<file path="config.mk">
export PLATFORM = sky130hd
export DESIGN_NAME = atan2_arbiter
export DESIGN_NICKNAME = d
export VERILOG_FILES = /design/src/rtl/atan2_arbiter.sv
export SDC_FILE = /design/constraint.sdc
export NUM_CORES = 1
export LEC_CHECK = 0
export BUFFER_PORTS_ARGS = -buffer_cell sky130_fd_sc_hd__buf_2
export CAP_MARGIN = 15
export CORE_MARGIN = 1
export CORE_UTILIZATION = 44
export DETAILED_ROUTE_END_ITERATION = 10
export PLACE_DENSITY = 0.76
export SETUP_SLACK_MARGIN = 0.15
export SLEW_MARGIN = 20
export SYNTH_ARGS = -nofsm -noshare
export SYNTH_HDL_FRONTEND = slang
export SYNTH_SLANG_ARGS = --single-unit
</file>
<file path="constraint.sdc">
create_clock -name clk -period 5.7 [get_ports clk]
set_input_delay 0.285 -clock clk [delete_from_list [all_inputs] [get_ports clk]]
set_output_delay 0.285 -clock clk [all_outputs]
set_load 0.02 [all_outputs]
</file>
<file path="src/rtl/atan2_arbiter.sv">
// atan2_arbiter: round-robin issue of (y, x) pairs from several channels into
// one fixed-latency atan2 pipeline, with a tag pipeline that routes each result
// back to its channel.
module atan2_arbiter #(
  parameter int unsigned WIDTH    = 16,
  parameter int unsigned DELAY    = 8,
  parameter int unsigned CHANNELS = 4,
  localparam int unsigned CW      = $clog2(CHANNELS)
) (
  input  logic                      clk,
  input  logic                      reset,
  input  logic [CHANNELS-1:0]       req_valid,
  output logic [CHANNELS-1:0]       req_ready,
  input  logic [CHANNELS*WIDTH-1:0] req_y,
  input  logic [CHANNELS*WIDTH-1:0] req_x,
  output logic [WIDTH-1:0]          atan_y,
  output logic [WIDTH-1:0]          atan_x,
  input  logic [15:0]               atan_result,
  output logic                      rsp_valid,
  output logic [CW-1:0]             rsp_chan,
  output logic [15:0]               rsp_data,
  output logic                      busy
);

  logic [CW-1:0]       r_ptr;
  logic [WIDTH-1:0]    r_atan_y;
  logic [WIDTH-1:0]    r_atan_x;
  logic [DELAY:0]      r_tag_v;
  logic [CW-1:0]       r_tag_c [DELAY+1];
  logic                r_rsp_valid;
  logic [CW-1:0]       r_rsp_chan;
  logic [15:0]         r_rsp_data;

  logic [CHANNELS-1:0] w_grant;
  logic [CW-1:0]       w_gidx;
  logic                w_found;
  logic                w_fire;
  logic [CW-1:0]       w_ptr_nxt;
  logic [WIDTH-1:0]    w_y;
  logic [WIDTH-1:0]    w_x;

  // First valid channel at or after ptr, wrapping; nothing granted in reset.
  always_comb begin
    w_grant = '0;
    w_gidx  = '0;
    w_found = 1'b0;
    for (int unsigned i = 0; i < CHANNELS; i++) begin
      if (!w_found && req_valid[CW'((32'(r_ptr) + i) % CHANNELS)]) begin
        w_found = 1'b1;
        w_gidx  = CW'((32'(r_ptr) + i) % CHANNELS);
      end
    end
    if (w_found && !reset) begin
      w_grant[w_gidx] = 1'b1;
    end
  end

  assign w_fire    = |w_grant;
  assign w_ptr_nxt = CW'((32'(w_gidx) + 32'd1) % CHANNELS);

  // Operand mux for the granted channel.
  always_comb begin
    w_y = '0;
    w_x = '0;
    for (int unsigned c = 0; c < CHANNELS; c++) begin
      if (w_grant[c]) begin
        w_y = req_y[c*WIDTH +: WIDTH];
        w_x = req_x[c*WIDTH +: WIDTH];
      end
    end
  end

  // Issue register, tag shift pipeline and response capture.
  always_ff @(posedge clk) begin
    if (reset) begin
      r_ptr       <= '0;
      r_atan_y    <= '0;
      r_atan_x    <= '0;
      r_tag_v     <= '0;
      for (int unsigned k = 0; k <= DELAY; k++) begin
        r_tag_c[k] <= '0;
      end
      r_rsp_valid <= 1'b0;
      r_rsp_chan  <= '0;
      r_rsp_data  <= '0;
    end else begin
      if (w_fire) begin
        r_ptr    <= w_ptr_nxt;
        r_atan_y <= w_y;
        r_atan_x <= w_x;
      end
      r_tag_v    <= {r_tag_v[DELAY-1:0], w_fire};
      r_tag_c[0] <= w_gidx;
      for (int unsigned k = 1; k <= DELAY; k++) begin
        r_tag_c[k] <= r_tag_c[k-1];
      end
      r_rsp_valid <= r_tag_v[DELAY];
      r_rsp_chan  <= r_tag_c[DELAY];
      if (r_tag_v[DELAY]) begin
        r_rsp_data <= atan_result;
      end
    end
  end

  assign req_ready = w_grant;
  assign atan_y    = r_atan_y;
  assign atan_x    = r_atan_x;
  assign rsp_valid = r_rsp_valid;
  assign rsp_chan  = r_rsp_chan;
  assign rsp_data  = r_rsp_data;
  assign busy      = (|r_tag_v) | r_rsp_valid;

endmodule

</file>
==> out/metrics.yaml <==
yosys:
  async_flop_share: 0
  synth.avg_cell_area_sq_um: 9.41
  seq_area_frac_synth: 0.413
  synth-seq-cells: 80
  synth_edf_count: 0
  synth_area_sq_um: 3880
  yosysWarningCount: 0
  synthCells: 412
  ys.flop_type: "dfxtp_1"
  synth_nets: 566
  ys_types: 33
floorplanning:
  die_y_microns: 95.9
  core_sq_um: 8380
  initial_core_util: 0.462
  die_w_microns: 95.9
  io_pins: 206
  die_area_sq_um: 9190
  rows: 33
critical_path:
  path_cells: "nand2b_1 -> a21oi_1 -> a221o_1 -> nor2_1 -> ha_1 -> inv_1 -> nor3_1 -> buf_2"
  r2r_end: "atan_x[15]"
  cpMaxStageDelayCell: "ha_1"
  required_ns: 5.41
  worstPathArrival_ns: 3.74
  cp-end-kind: "primary output"
  critPathLaunchType: "flip-flop"
  rr_startpoint: "r_ptr[0]"
  rrSetupSlack_ns: 1.99
  cp_slowest_stage_delay_ns: 0.91
  worstPathMaxFanout: 33
  worstSetupPathType: "reg -> out"
  ff2ff_path_depth: 9
placement:
  io_buffers: 205
  pre_cts_slack_ns: 1.98
  routabilityCongestion: 0.832
  dp_hpwl_microns: 7800
  dp.cells: 687
global_routing:
  globalRouteTotalUtil: 0.229
  grt_overflow: 0
  antenna_found_initial: 0
  grt_pass1_vias: 3445
  grt_max_degree: 83
  grt_pass1_wl_microns: 16100
detailed_routing:
  vias: 3728
  finalWirelength_microns: 10700
  wl_per_cell_microns: 15.2
  viasPerCell: 5.30
  antenna_left: 0
  drt_iter0_markers: 126
  drc: 0
  dr.pass1.iters: 4
status:
  outcome: "finished, final reports clean"
finish:
  seqCellArea_sq_um: 1600
  fillers: 742
  drive_gt1_frac: 0.423
  nets: 747
  num_antenna_cells: 0
  fin_cells: 703
  most-common-layout-cells: "buf_2 (204), dfxtp_1 (80), nor2_1 (47)"
  multi_input_area_sq_um: 2050
  final_common_cell: "buf_2"
  final_util: 0.605
  area_delta_synth_final_pct: 30.7
pwr:
  pwr-share-seq: 0.329
  switching_share: 0.417
  pwr-share-clk: 0.190
  power_mw: 2.30
  peakVddDrop_uv: 222
  pwr-share-comb: 0.481
  p_int_mw: 1.34
  p_switching_mw: 0.957
  p_leak_nw: 2.27
  power_density_nw_per_um2: 453
clock_tree:
  post_cts_buffers: 0
  hold_buffers: 0
  path_clk_slew_ns: 0.09
  clk_latency_ns: 0.34
  cts_root_buf: "clkbuf_8"
  ctsLongestPathBuffers: 2
  cts-htree-levels: 3
  numCtsBuffers: 9
  cts-resized-gates: 0
  cts_tree: "done"
  clock_sinks: 80
sta:
  fmax_ghz: 0.248
  layout_setup_ws_ns: 1.67
  tns_ns: 0
  rsz0062_at_grt: "no"
  maxSlewHeadroom: 0.281
  worstMarginPinSlew_ns: 1.08
  hold_viol_final: 0
  fin_crit_ns: 4.03
  drv_slew: 0
  finalClockSkew_ns: 0.0114
  finalSetupViolCount: 0
  fin_crit_sh: 0.707
run:
  drv_cap: 0
hold_path:
  whs_path_depth: 3
  min_to: "rsp_data[4]"
  hp-start: "atan_result[4]"
  hold_class: "in -> reg"
worst max path at each step:
stage	end	cells past startpoint	slack, ns	start
final	req_ready[3]	8	1.67	r_ptr[0]
after global routing	req_ready[3]	8	1.27	r_ptr[0]
after CTS	req_ready[3]	8	1.64	r_ptr[0]
after detailed placement	atan_x[15]	10	1.98	req_valid[1]
after global placement	req_ready[3]	9	2.20	req_valid[1]
after floorplan	req_ready[3]	9	3.31	r_ptr[0]
sequential cells by signal, indices dropped and copies added (netlist names):
signal / cells
rsp_valid: 1
r_ptr: 2
rsp_data: 16
r_tag_v: 9
rsp_chan: 2
atan_y: 16
r_tag_c: 18
atan_x: 16
critical path, delay by kind of cell, from the launching register on:
family          cells  cell delay [ns]
buf+inv             2             0.98
compound gates      2             0.39
simple gates        3             0.67
flops               1             0.43
fa+ha+maj           1             0.91
cells in the mapped netlist, types with 2 or more instances:
cell type | count | area share
buf_1 | 2 | 0.0019
nor4_4 | 2 | 0.011
a221o_1 | 25 | 0.065
mux2i_1 | 23 | 0.059
a311oi_2 | 22 | 0.085
nand2_1 | 39 | 0.038
nor4_1 | 2 | 0.0032
inv_1 | 4 | 0.0039
ha_1 | 4 | 0.013
nand2b_1 | 35 | 0.056
a21oi_1 | 4 | 0.0052
o211ai_1 | 7 | 0.014
o221ai_1 | 7 | 0.016
buf_2 | 12 | 0.015
nor3_1 | 2 | 0.0026
clkbuf_1 | 16 | 0.015
a311oi_1 | 2 | 0.0045
dfxtp_1 | 80 | 0.41
nor2_1 | 47 | 0.046
nor2b_1 | 30 | 0.048
and2_1 | 3 | 0.0048
o22ai_1 | 3 | 0.0048
buf_6 | 6 | 0.017
buf_4 | 2 | 0.0039
nand3_1 | 25 | 0.032
power by group through the flow:
stage	logic, mW	registers [mW]	clock network [mW]
floorplan	0.702	0.885	0
global placement	1.08	0.760	0
detailed placement	1.11	0.764	0
CTS	1.11	0.754	0.446
global route	1.20	0.769	0.471
finish	1.10	0.756	0.437
routing by layer:
metal / track usage / part of all wire / vias to the layer above
li1: - / - / 1830
met3: 0.0411 / 0.048 / 18
met5: 0 / 0 / -
met1: 0.281 / 0.42 / 1741
met2: 0.396 / 0.51 / 139
met4: 0.0908 / 0.018 / 0
per-stage QoR:
step                hold WS [ns]  area [sq um]
global route               0.176          5070
global placement           0.415          4850
CTS                        0.164          5070
floorplan                  0.414          3880
detailed placement         0.420          4850
finish                     0.171          5070
layout make-up:
class,count,area share
Multi-Input combinational cell,290,0.405
Sequential cell,80,0.316
Timing Repair Buffer,208,0.207
Clock buffer,11,0.0299
Tap cell,105,0.0259
Clock inverter,5,0.0123
Inverter,4,0.00296
cells by family (layout without fill, tap and decap cells):
kind of cell | count (synthesis) | after routing | share of synthesized area
adder cells (fa/ha/maj) | 4 | 4 | 0.0129
AND/OR/NAND/NOR | 187 | 187 | 0.249
buffers and inverters | 42 | 228 | 0.0581
AO/OA/AOI/OAI | 75 | 75 | 0.204
flip-flops | 80 | 80 | 0.413
multiplexers | 24 | 24 | 0.0623
Power figures use the tool's default switching activity.
